`config.mk`:
```
export PLATFORM = sky130hd
export DESIGN_NAME = cache_assoc_wb
export DESIGN_NICKNAME = d
export VERILOG_FILES = /design/src/rtl/cache_assoc_wb.sv
export SDC_FILE = /design/constraint.sdc
export NUM_CORES = 1
export LEC_CHECK = 0
export BUFFER_PORTS_ARGS = -buffer_cell sky130_fd_sc_hd__buf_2
export CELL_PAD_IN_SITES_DETAIL_PLACEMENT = 0
export CELL_PAD_IN_SITES_GLOBAL_PLACEMENT = 1
export CORE_MARGIN = 4
export CORE_UTILIZATION = 53
export DETAILED_ROUTE_END_ITERATION = 8
export PLACE_DENSITY_LB_ADDON = 0.2
export SLEW_MARGIN = 20
export SYNTH_ARGS = -nofsm -noshare
export SYNTH_HDL_FRONTEND = slang
export SYNTH_SLANG_ARGS = --single-unit
```
`constraint.sdc`:
```
create_clock -name clock -period 15.4 [get_ports clock]
set_clock_uncertainty 0.15 [all_clocks]
set_input_delay 2.31 -clock clock [delete_from_list [all_inputs] [get_ports clock]]
set_output_delay 2.31 -clock clock [all_outputs]
set_load 0.01 [all_outputs]
```
`src/rtl/cache_assoc_wb.sv`:
```
// N-way set-associative write-back / write-allocate cache, one word per line,
// true-LRU replacement through per-way ages, handshaked backing-memory port.
module cache_assoc_wb #(
    parameter int ADDR_W = 5,
    parameter int DATA_W = 13,
    parameter int WAYS   = 2,
    parameter int SETS   = 4,
    parameter int CNT_W  = 8
) (
    input  logic              clock,
    input  logic              reset,
    input  logic              req_valid,
    input  logic              req_we,
    input  logic [ADDR_W-1:0] req_addr,
    input  logic [DATA_W-1:0] req_wdata,
    output logic              req_ready,
    output logic              resp_valid,
    output logic [DATA_W-1:0] resp_data,
    output logic              hit,
    output logic              mem_req,
    output logic              mem_we,
    output logic [ADDR_W-1:0] mem_addr,
    output logic [DATA_W-1:0] mem_wdata,
    input  logic [DATA_W-1:0] mem_rdata,
    input  logic              mem_ack,
    output logic [CNT_W-1:0]  hit_count,
    output logic [CNT_W-1:0]  miss_count
);
    localparam int IDX_W = $clog2(SETS);
    localparam int TAG_W = ADDR_W - IDX_W;
    localparam int WAY_W = (WAYS > 1) ? $clog2(WAYS) : 1;

    typedef enum logic [1:0] {IDLE, LOOKUP, WRITEBACK, FILL} state_t;

    state_t state, state_next;

    logic              valid_a [SETS][WAYS];
    logic              dirty_a [SETS][WAYS];
    logic [TAG_W-1:0]  tag_a   [SETS][WAYS];
    logic [DATA_W-1:0] data_a  [SETS][WAYS];
    logic [WAY_W-1:0]  age_a   [SETS][WAYS];

    logic              r_we;
    logic [ADDR_W-1:0] r_addr;
    logic [DATA_W-1:0] r_wdata;
    logic [WAY_W-1:0]  vic_way;

    logic [IDX_W-1:0]  idx;
    logic [TAG_W-1:0]  tag_q;
    logic              hit_any, inv_found, vic_dirty;
    logic [WAY_W-1:0]  hit_way, vic_sel, acc_way, acc_age;
    logic [WAY_W-1:0]  age_upd [WAYS];
    logic              do_hit, do_install, do_fill, respond;

    assign idx   = r_addr[IDX_W-1:0];
    assign tag_q = r_addr[ADDR_W-1:IDX_W];

    always_comb begin
        hit_any   = 1'b0;
        hit_way   = '0;
        inv_found = 1'b0;
        vic_sel   = '0;
        for (int unsigned w = 0; w < WAYS; w++) begin
            if (valid_a[idx][w] && tag_a[idx][w] == tag_q) begin
                hit_any = 1'b1;
                hit_way = WAY_W'(w);
            end
            if (!inv_found && !valid_a[idx][w]) begin
                inv_found = 1'b1;
                vic_sel   = WAY_W'(w);
            end
        end
        if (!inv_found) begin
            for (int unsigned w = 0; w < WAYS; w++) begin
                if (age_a[idx][w] == WAY_W'(WAYS - 1)) vic_sel = WAY_W'(w);
            end
        end
    end

    assign vic_dirty  = valid_a[idx][vic_sel] && dirty_a[idx][vic_sel];
    assign acc_way    = (state == LOOKUP) ? (hit_any ? hit_way : vic_sel) : vic_way;
    assign do_hit     = (state == LOOKUP) && hit_any;
    assign do_install = r_we && (((state == LOOKUP) && !hit_any && !vic_dirty) ||
                                 ((state == WRITEBACK) && mem_ack));
    assign do_fill    = (state == FILL) && mem_ack;
    assign respond    = do_hit || do_install || do_fill;

    // Ages younger than the accessed way move up one; the accessed way becomes youngest.
    always_comb begin
        acc_age = age_a[idx][acc_way];
        for (int unsigned w = 0; w < WAYS; w++) begin
            age_upd[w] = (age_a[idx][w] < acc_age) ? age_a[idx][w] + 1'b1 : age_a[idx][w];
        end
        age_upd[acc_way] = '0;
    end

    always_ff @(posedge clock or posedge reset) begin
        if (reset) state <= IDLE;
        else       state <= state_next;
    end

    always_comb begin
        state_next = state;
        case (state)
            IDLE:      if (req_valid) state_next = LOOKUP;
            LOOKUP: begin
                if (hit_any)        state_next = IDLE;
                else if (vic_dirty) state_next = WRITEBACK;
                else if (!r_we)     state_next = FILL;
                else                state_next = IDLE;
            end
            WRITEBACK: if (mem_ack) state_next = r_we ? IDLE : FILL;
            FILL:      if (mem_ack) state_next = IDLE;
            default:   state_next = IDLE;
        endcase
    end

    always_comb begin
        req_ready = (state == IDLE);
        mem_req   = (state == WRITEBACK) || (state == FILL);
        mem_we    = (state == WRITEBACK);
        mem_addr  = '0;
        mem_wdata = '0;
        if (state == WRITEBACK) begin
            mem_addr  = {tag_a[idx][vic_way], idx};
            mem_wdata = data_a[idx][vic_way];
        end else if (state == FILL) begin
            mem_addr  = r_addr;
        end
    end

    always_ff @(posedge clock or posedge reset) begin
        if (reset) begin
            for (int unsigned s = 0; s < SETS; s++) begin
                for (int unsigned w = 0; w < WAYS; w++) begin
                    valid_a[s][w] <= 1'b0;
                    dirty_a[s][w] <= 1'b0;
                    tag_a[s][w]   <= '0;
                    data_a[s][w]  <= '0;
                    age_a[s][w]   <= WAY_W'(w);
                end
            end
            r_we       <= 1'b0;
            r_addr     <= '0;
            r_wdata    <= '0;
            vic_way    <= '0;
            resp_valid <= 1'b0;
            resp_data  <= '0;
            hit        <= 1'b0;
            hit_count  <= '0;
            miss_count <= '0;
        end else begin
            resp_valid <= respond;
            if (state == IDLE && req_valid) begin
                r_we    <= req_we;
                r_addr  <= req_addr;
                r_wdata <= req_wdata;
            end
            if (state == LOOKUP && !hit_any) vic_way <= vic_sel;
            if (do_hit && r_we) begin
                data_a[idx][hit_way]  <= r_wdata;
                dirty_a[idx][hit_way] <= 1'b1;
            end
            if (do_install) begin
                valid_a[idx][acc_way] <= 1'b1;
                dirty_a[idx][acc_way] <= 1'b1;
                tag_a[idx][acc_way]   <= tag_q;
                data_a[idx][acc_way]  <= r_wdata;
            end
            if (do_fill) begin
                valid_a[idx][acc_way] <= 1'b1;
                dirty_a[idx][acc_way] <= 1'b0;
                tag_a[idx][acc_way]   <= tag_q;
                data_a[idx][acc_way]  <= mem_rdata;
            end
            if (respond) begin
                for (int unsigned w = 0; w < WAYS; w++) age_a[idx][w] <= age_upd[w];
                hit       <= do_hit;
                resp_data <= do_fill ? mem_rdata : (r_we ? r_wdata : data_a[idx][hit_way]);
                if (do_hit) begin
                    if (hit_count != '1) hit_count <= hit_count + 1'b1;
                end else begin
                    if (miss_count != '1) miss_count <= miss_count + 1'b1;
                end
            end
        end
    end
endmodule

```
== After elaboration in Yosys (flattened, before gate mapping) ==
Index checks and enable logic that the tools add are counted.
Operators by class
  add/sub/neg operators: 4
  $lt $le $gt $ge: 10
  equality and inequality tests: 10
  muxes and demuxes: 99
  bitwise logic cells: 14
  reduce and logical (&&, ||, !) cells: 26
Operators with widths (count)
  104-bit bitwise mux: 3
  104-bit two-way mux: 3
  13-bit two-way mux: 11
  26-bit demux with 2-bit select: 2
  26-bit two-way mux: 4
  26-bit binary-select mux with 2-bit select: 1
  24-bit bitwise mux: 2
  24-bit two-way mux: 2
  8-bit two-way mux: 5
  8-bit bitwise OR: 4
  2-bit two-way mux: 15
  13-bit demux with 1-bit select: 2
  1-bit two-way mux: 25
  6-bit two-way mux: 3
  8-bit by 1-bit adder with 8-bit output (second input constant): 2
  8-bit bitwise mux: 2
  2-bit demux with 2-bit select: 4
  8-bit != test (second input constant): 2
  1-bit logical AND: 15
  2-bit binary-select mux with 2-bit select: 3
  6-bit binary-select mux with 2-bit select: 1
  6-bit demux with 2-bit select: 1
  3-bit two-way mux: 4
  5-bit two-way mux: 2
  25 further kinds: 45
Storage, ports and cells
  register bits after elaboration: 205
  input bits: 36
  output and inout port bits: 52
  word-level logic and storage cells: 213

== Logic depth before layout (Yosys ltp) ==
  depth after elaboration: 23
  mapped depth: 11
  gate-level depth less buffers: 8

== Least setup slack after synthesis ==
Ideal clock, no wire load.
  path kind: register to output
  start point: register r_addr[0]
  end point: output mem_wdata[0]
  arrival time: 2.134 ns
  data required time: 12.940 ns
  setup slack: 10.806 ns
  stages on the path, launching flop included: 7
  path buffers: 3
  cells stage by stage: dfrtp_1 -> buf_6 -> buf_1 -> buf_2 -> mux4_2 -> mux2i_1 -> nor2_1
Between the ends
  word-level cells in the longest chain between the ends: 8
Ends and longest elaborated chain
  start, declared: RTL line 44  | logic [ADDR_W-1:0] r_addr;
  start signal, assigned: RTL line 156  | r_addr <= req_addr;
  2-bit inverter with 3-bit output (not written as such): RTL line 126  | mem_wdata = data_a[idx][vic_way];
  26-bit binary-select mux with 2-bit select: RTL line 126
  26-bit two-way mux (not written as such) (2 in a row): RTL line 126
  13-bit two-way mux (not written as such) (3 in a row): RTL line 126
  13-bit two-way mux: RTL line 124  | if (state == WRITEBACK) begin
  end, declared: RTL line 23  | output logic [DATA_W-1:0] mem_wdata,
No other way between the ends. The select of a mux whose other input is x is not followed.

== Final worst setup path ==
  start point: register r_addr[0]
  end point: output mem_addr[4]
Between the ends
  word-level cells in the longest chain between the ends: 8
Ends and longest elaborated chain
  2-bit inverter with 3-bit output (not written as such): RTL line 125  | mem_addr = {tag_a[idx][vic_way], idx};
  6-bit binary-select mux with 2-bit select: RTL line 125
  6-bit two-way mux (not written as such) (2 in a row): RTL line 125
  3-bit two-way mux (not written as such) (3 in a row): RTL line 125
  5-bit two-way mux: RTL line 124
  end, declared: RTL line 22  | output logic [ADDR_W-1:0] mem_addr,
No other way between the ends. The select of a mux whose other input is x is not followed.

==> results.ini <==
[detailed_routing]
drt_first_iter_violations = 659
totalWireLength_mm = 27.2
avgRoutedWirePerCell_um = 24.6
drc = 0
antenna_violating_nets_post_route = 0
drt-pass1-iter-count = 5
avgViaCountPerCell = 6.58
via_count = 7247

[global_route]
grt_start_max_net_pins = 117
grt_first_pass_wirelength_mm = 44.0
grt_pass1_vias = 7606
antenna_found_initial = 0
grt.overflow.total = 0
grt.total_usage = 0.257

[clock_network]
clockBufferDepth = 3
cts.repair_timing.setup_buffer_count = 0
post_cts_hold_buffer_count = 0
worst_setup_hold_path_clk_slew_ns = 0.06
cts_num_sinks = 205
clock_latency_ns = 0.52
ctsResizeCount = 0
cts_buffers = 24
cts_root_buffer = sky130_fd_sc_hd__clkbuf_16
h-tree-depth = 1
cts_tree = built

[pwr]
power.ir.vdd_worst_mv = 0.111
design_power_total_mw = 2.79
pwr_density_cell_nw_per_um2 = 243
total_leakage_power_nw = 5.32

[critical_path]
timing_worst_setup_path_type = register to output port
required_worst_endpoint_ns = 12.94
critical_path_peak_fanout = 31
worstSetupEndpointType = output port
timing.critical_path.from_type = register
worst-endpoint-arrival_ns = 2.95

[timing]
timing.slew.headroom = 0.273
finalMaxSlewViolations = 0
rsz0062_at_grt = no
worst-slew-pin-transition_ns = 1.09
post-route-min-period_ns = 5.41
final_hold_viol_count = 0
final_min_period_over_clock_period = 0.351
tns_ns = 0
maxClockFrequency_mhz = 185
setup_viol = 0

[yosys]
synth_cell_types = 49
synthTopCellsByArea = sky130_fd_sc_hd__dfrtp_1 (50%), sky130_fd_sc_hd__mux4_2 (8.5%), sky130_fd_sc_hd__o22a_1 (6.1%), sky130_fd_sc_hd__mux2_2 (5.9%), sky130_fd_sc_hd__a221o_1 (5.2%)
syn-cell-area_sq_um = 10100
yosysWarningCount = 0
synthesis.area_per_instance_sq_um = 12.8
synthesis.nets = 828
yosys_most_used_dff = sky130_fd_sc_hd__dfrtp_1
number_of_enable_type_register_cells_in_the_synthesized_netlist = 0
synthesis.instances = 790
synth_area_leader_cell = sky130_fd_sc_hd__dfrtp_1
synthDominantCellAreaShare = 0.498
seq_area_frac_synth = 0.509
ys_async_sr_fraction = 1.00
synth-seq-cells = 205

[hold_path]
hold_path_class = register to register

[place]
gp_routability_congestion = 0.852
final_hpwl_dp_mm = 17.7
buffer_ports.inserted = 87

[final_layout]
area_growth_from_synthesis_to_layout_pct = 13.8
insertedDiodeCount = 0
layout-drive-gt1-share = 0.312
final_nets = 889

[floorplanning]
starting_density = 0.540
die_height_um = 146
floorplan.die_area_sq_um = 21300
die_width_um = 146
ios = 88
core_region_area_sq_um = 18700
rows = 50

[flow_run]
drv.max_cap_violation_count = 0

[status]
run_status = finished, final reports clean

[where the power goes]
part / leakage [nW] / internal [mW] / switching [mW]
clock network: 0.410 / 0.373 / 0.227
logic: 2.39 / 0.563 / 0.623
registers: 2.52 / 0.775 / 0.228
[cell usage after synthesis (all sizes together), types with 4 or more instances]
master,count
dfrtp,201
o22a,70
and3,58
mux2,55
a221o,52
mux2i,43
mux4,38
nand2,36
o21ai,36
clkbuf,34
nor2,32
buf,29
xnor2,15
a21oi,10
and2,10
nand3,9
or2,9
nand4,6
inv,5
nand2b,5
nor3,5
xor2,5
a2bb2oi,4
dfstp,4
[logic make-up after synthesis]
family                   count (synthesis)  share of synthesized area
buffers and inverters                   68                     0.0312
flip-flops                             205                      0.509
AND/OR/NAND/NOR                        178                     0.0967
multiplexers                           136                      0.189
AO/OA/AOI/OAI                          181                      0.151
XOR/XNOR                                20                     0.0211
adder cells (fa/ha/maj)                  2                    0.00248
[final cells by class]
class | instances | area, sq um
flip-flops and latches | 205 | 5140
repair buffers | 98 | 529
clock buffers | 30 | 664
clock inverters | 13 | 174
inverters | 5 | 26.3
well taps | 234 | 293
multi-input cells | 517 | 4660
fillers | 1455 | 7220
[worst max-delay path, cell delays in order, from the launching register on]
cell and delay (ns):
sky130_fd_sc_hd__dfrtp_2 0.72, sky130_fd_sc_hd__buf_4 0.61, sky130_fd_sc_hd__mux4_2 0.64, sky130_fd_sc_hd__mux2i_1 0.21
sky130_fd_sc_hd__a21oi_1 0.09, sky130_fd_sc_hd__buf_2 0.15
[placed cells by master (no fill, tap or decap), types with 3 or more instances in the layout]
cell                        netlist  final
sky130_fd_sc_hd__nand3_1          9      9
sky130_fd_sc_hd__xnor2_2          5      5
sky130_fd_sc_hd__mux2i_1         43     43
sky130_fd_sc_hd__nor3_1           4      4
sky130_fd_sc_hd__nand4_1          4      4
sky130_fd_sc_hd__nand2_1         36     36
sky130_fd_sc_hd__mux4_2          38     38
sky130_fd_sc_hd__clkbuf_16        0     25
sky130_fd_sc_hd__a221o_1         52     52
sky130_fd_sc_hd__and4_1           3      3
sky130_fd_sc_hd__buf_2           15     87
sky130_fd_sc_hd__inv_1            5      4
sky130_fd_sc_hd__o21ai_0         32     32
sky130_fd_sc_hd__and3_1          58     58
sky130_fd_sc_hd__xor2_1           5      5
sky130_fd_sc_hd__a21oi_2          3      4
sky130_fd_sc_hd__and2_1           8      8
sky130_fd_sc_hd__nor2_1          32     31
sky130_fd_sc_hd__dfrtp_2          0      3
sky130_fd_sc_hd__clkinv_2         0      6
sky130_fd_sc_hd__buf_4            5      9
sky130_fd_sc_hd__mux2_2          53     53
sky130_fd_sc_hd__o21ai_2          4      4
sky130_fd_sc_hd__o22a_1          70     70
sky130_fd_sc_hd__clkbuf_1        34      3
sky130_fd_sc_hd__dfrtp_1        201    198
sky130_fd_sc_hd__a2bb2oi_1        4      4
sky130_fd_sc_hd__bufinv_16        0      4
sky130_fd_sc_hd__xnor2_1         10     10
sky130_fd_sc_hd__a21oi_1          7      6
sky130_fd_sc_hd__dfstp_2          4      4
sky130_fd_sc_hd__nand2b_1         5      5
sky130_fd_sc_hd__or2_2            9      9
[registers in the layout (all words and copies together) (netlist names)]
register and count:
r_addr 5, r_we 1, tag_a 24, hit_count 8
age_a 8, data_a 104, vic_way 1, dirty_a 8
state 2, valid_a 8, resp_valid 1, r_wdata 13
hit 1, miss_count 8, resp_data 13
[stage by stage]
step	util	area (sq um)	setup slack, ns	hold slack [ns]	instances
floorplan	-	10100	7.35	0.284	790
CTS	0.613	11500	9.94	0.316	1101
detailed placement	0.568	10600	10.23	0.299	1058
global placement	0.568	10600	10.38	0.296	1058
finish	0.614	11500	9.99	0.320	1102
global route	0.614	11500	9.80	0.334	1102
[path summary, 6_finish.rpt]
check	slack, ns	depth (start not counted)	startpoint	to
worst max-delay path	9.99	5	r_addr[0]$_DFFE_PP0P_	mem_addr[4]
worst min-delay path	0.32	1	valid_a[0]$_DFF_PP0_	valid_a[0]$_DFF_PP0_
worst max register to register	10.85	9	r_addr[0]$_DFFE_PP0P_	data_a[56]$_DFF_PP0_
worst min register to register	0.32	1	valid_a[0]$_DFF_PP0_	valid_a[0]$_DFF_PP0_
max in group asynchronous	11.89	3	reset	r_addr[0]$_DFFE_PP0P_
min in group asynchronous	1.80	2	reset	hit_count[6]$_DFFE_PP0P_
[metal layers]
metal,vias up,wire (um),GRT usage
met3,55,1840,0.0462
met4,0,507,0.0687
li1,3165,-,-
met2,281,13100,0.416
met5,-,0,0
met1,3746,11800,0.364
(Power assumes the default switching activity.)
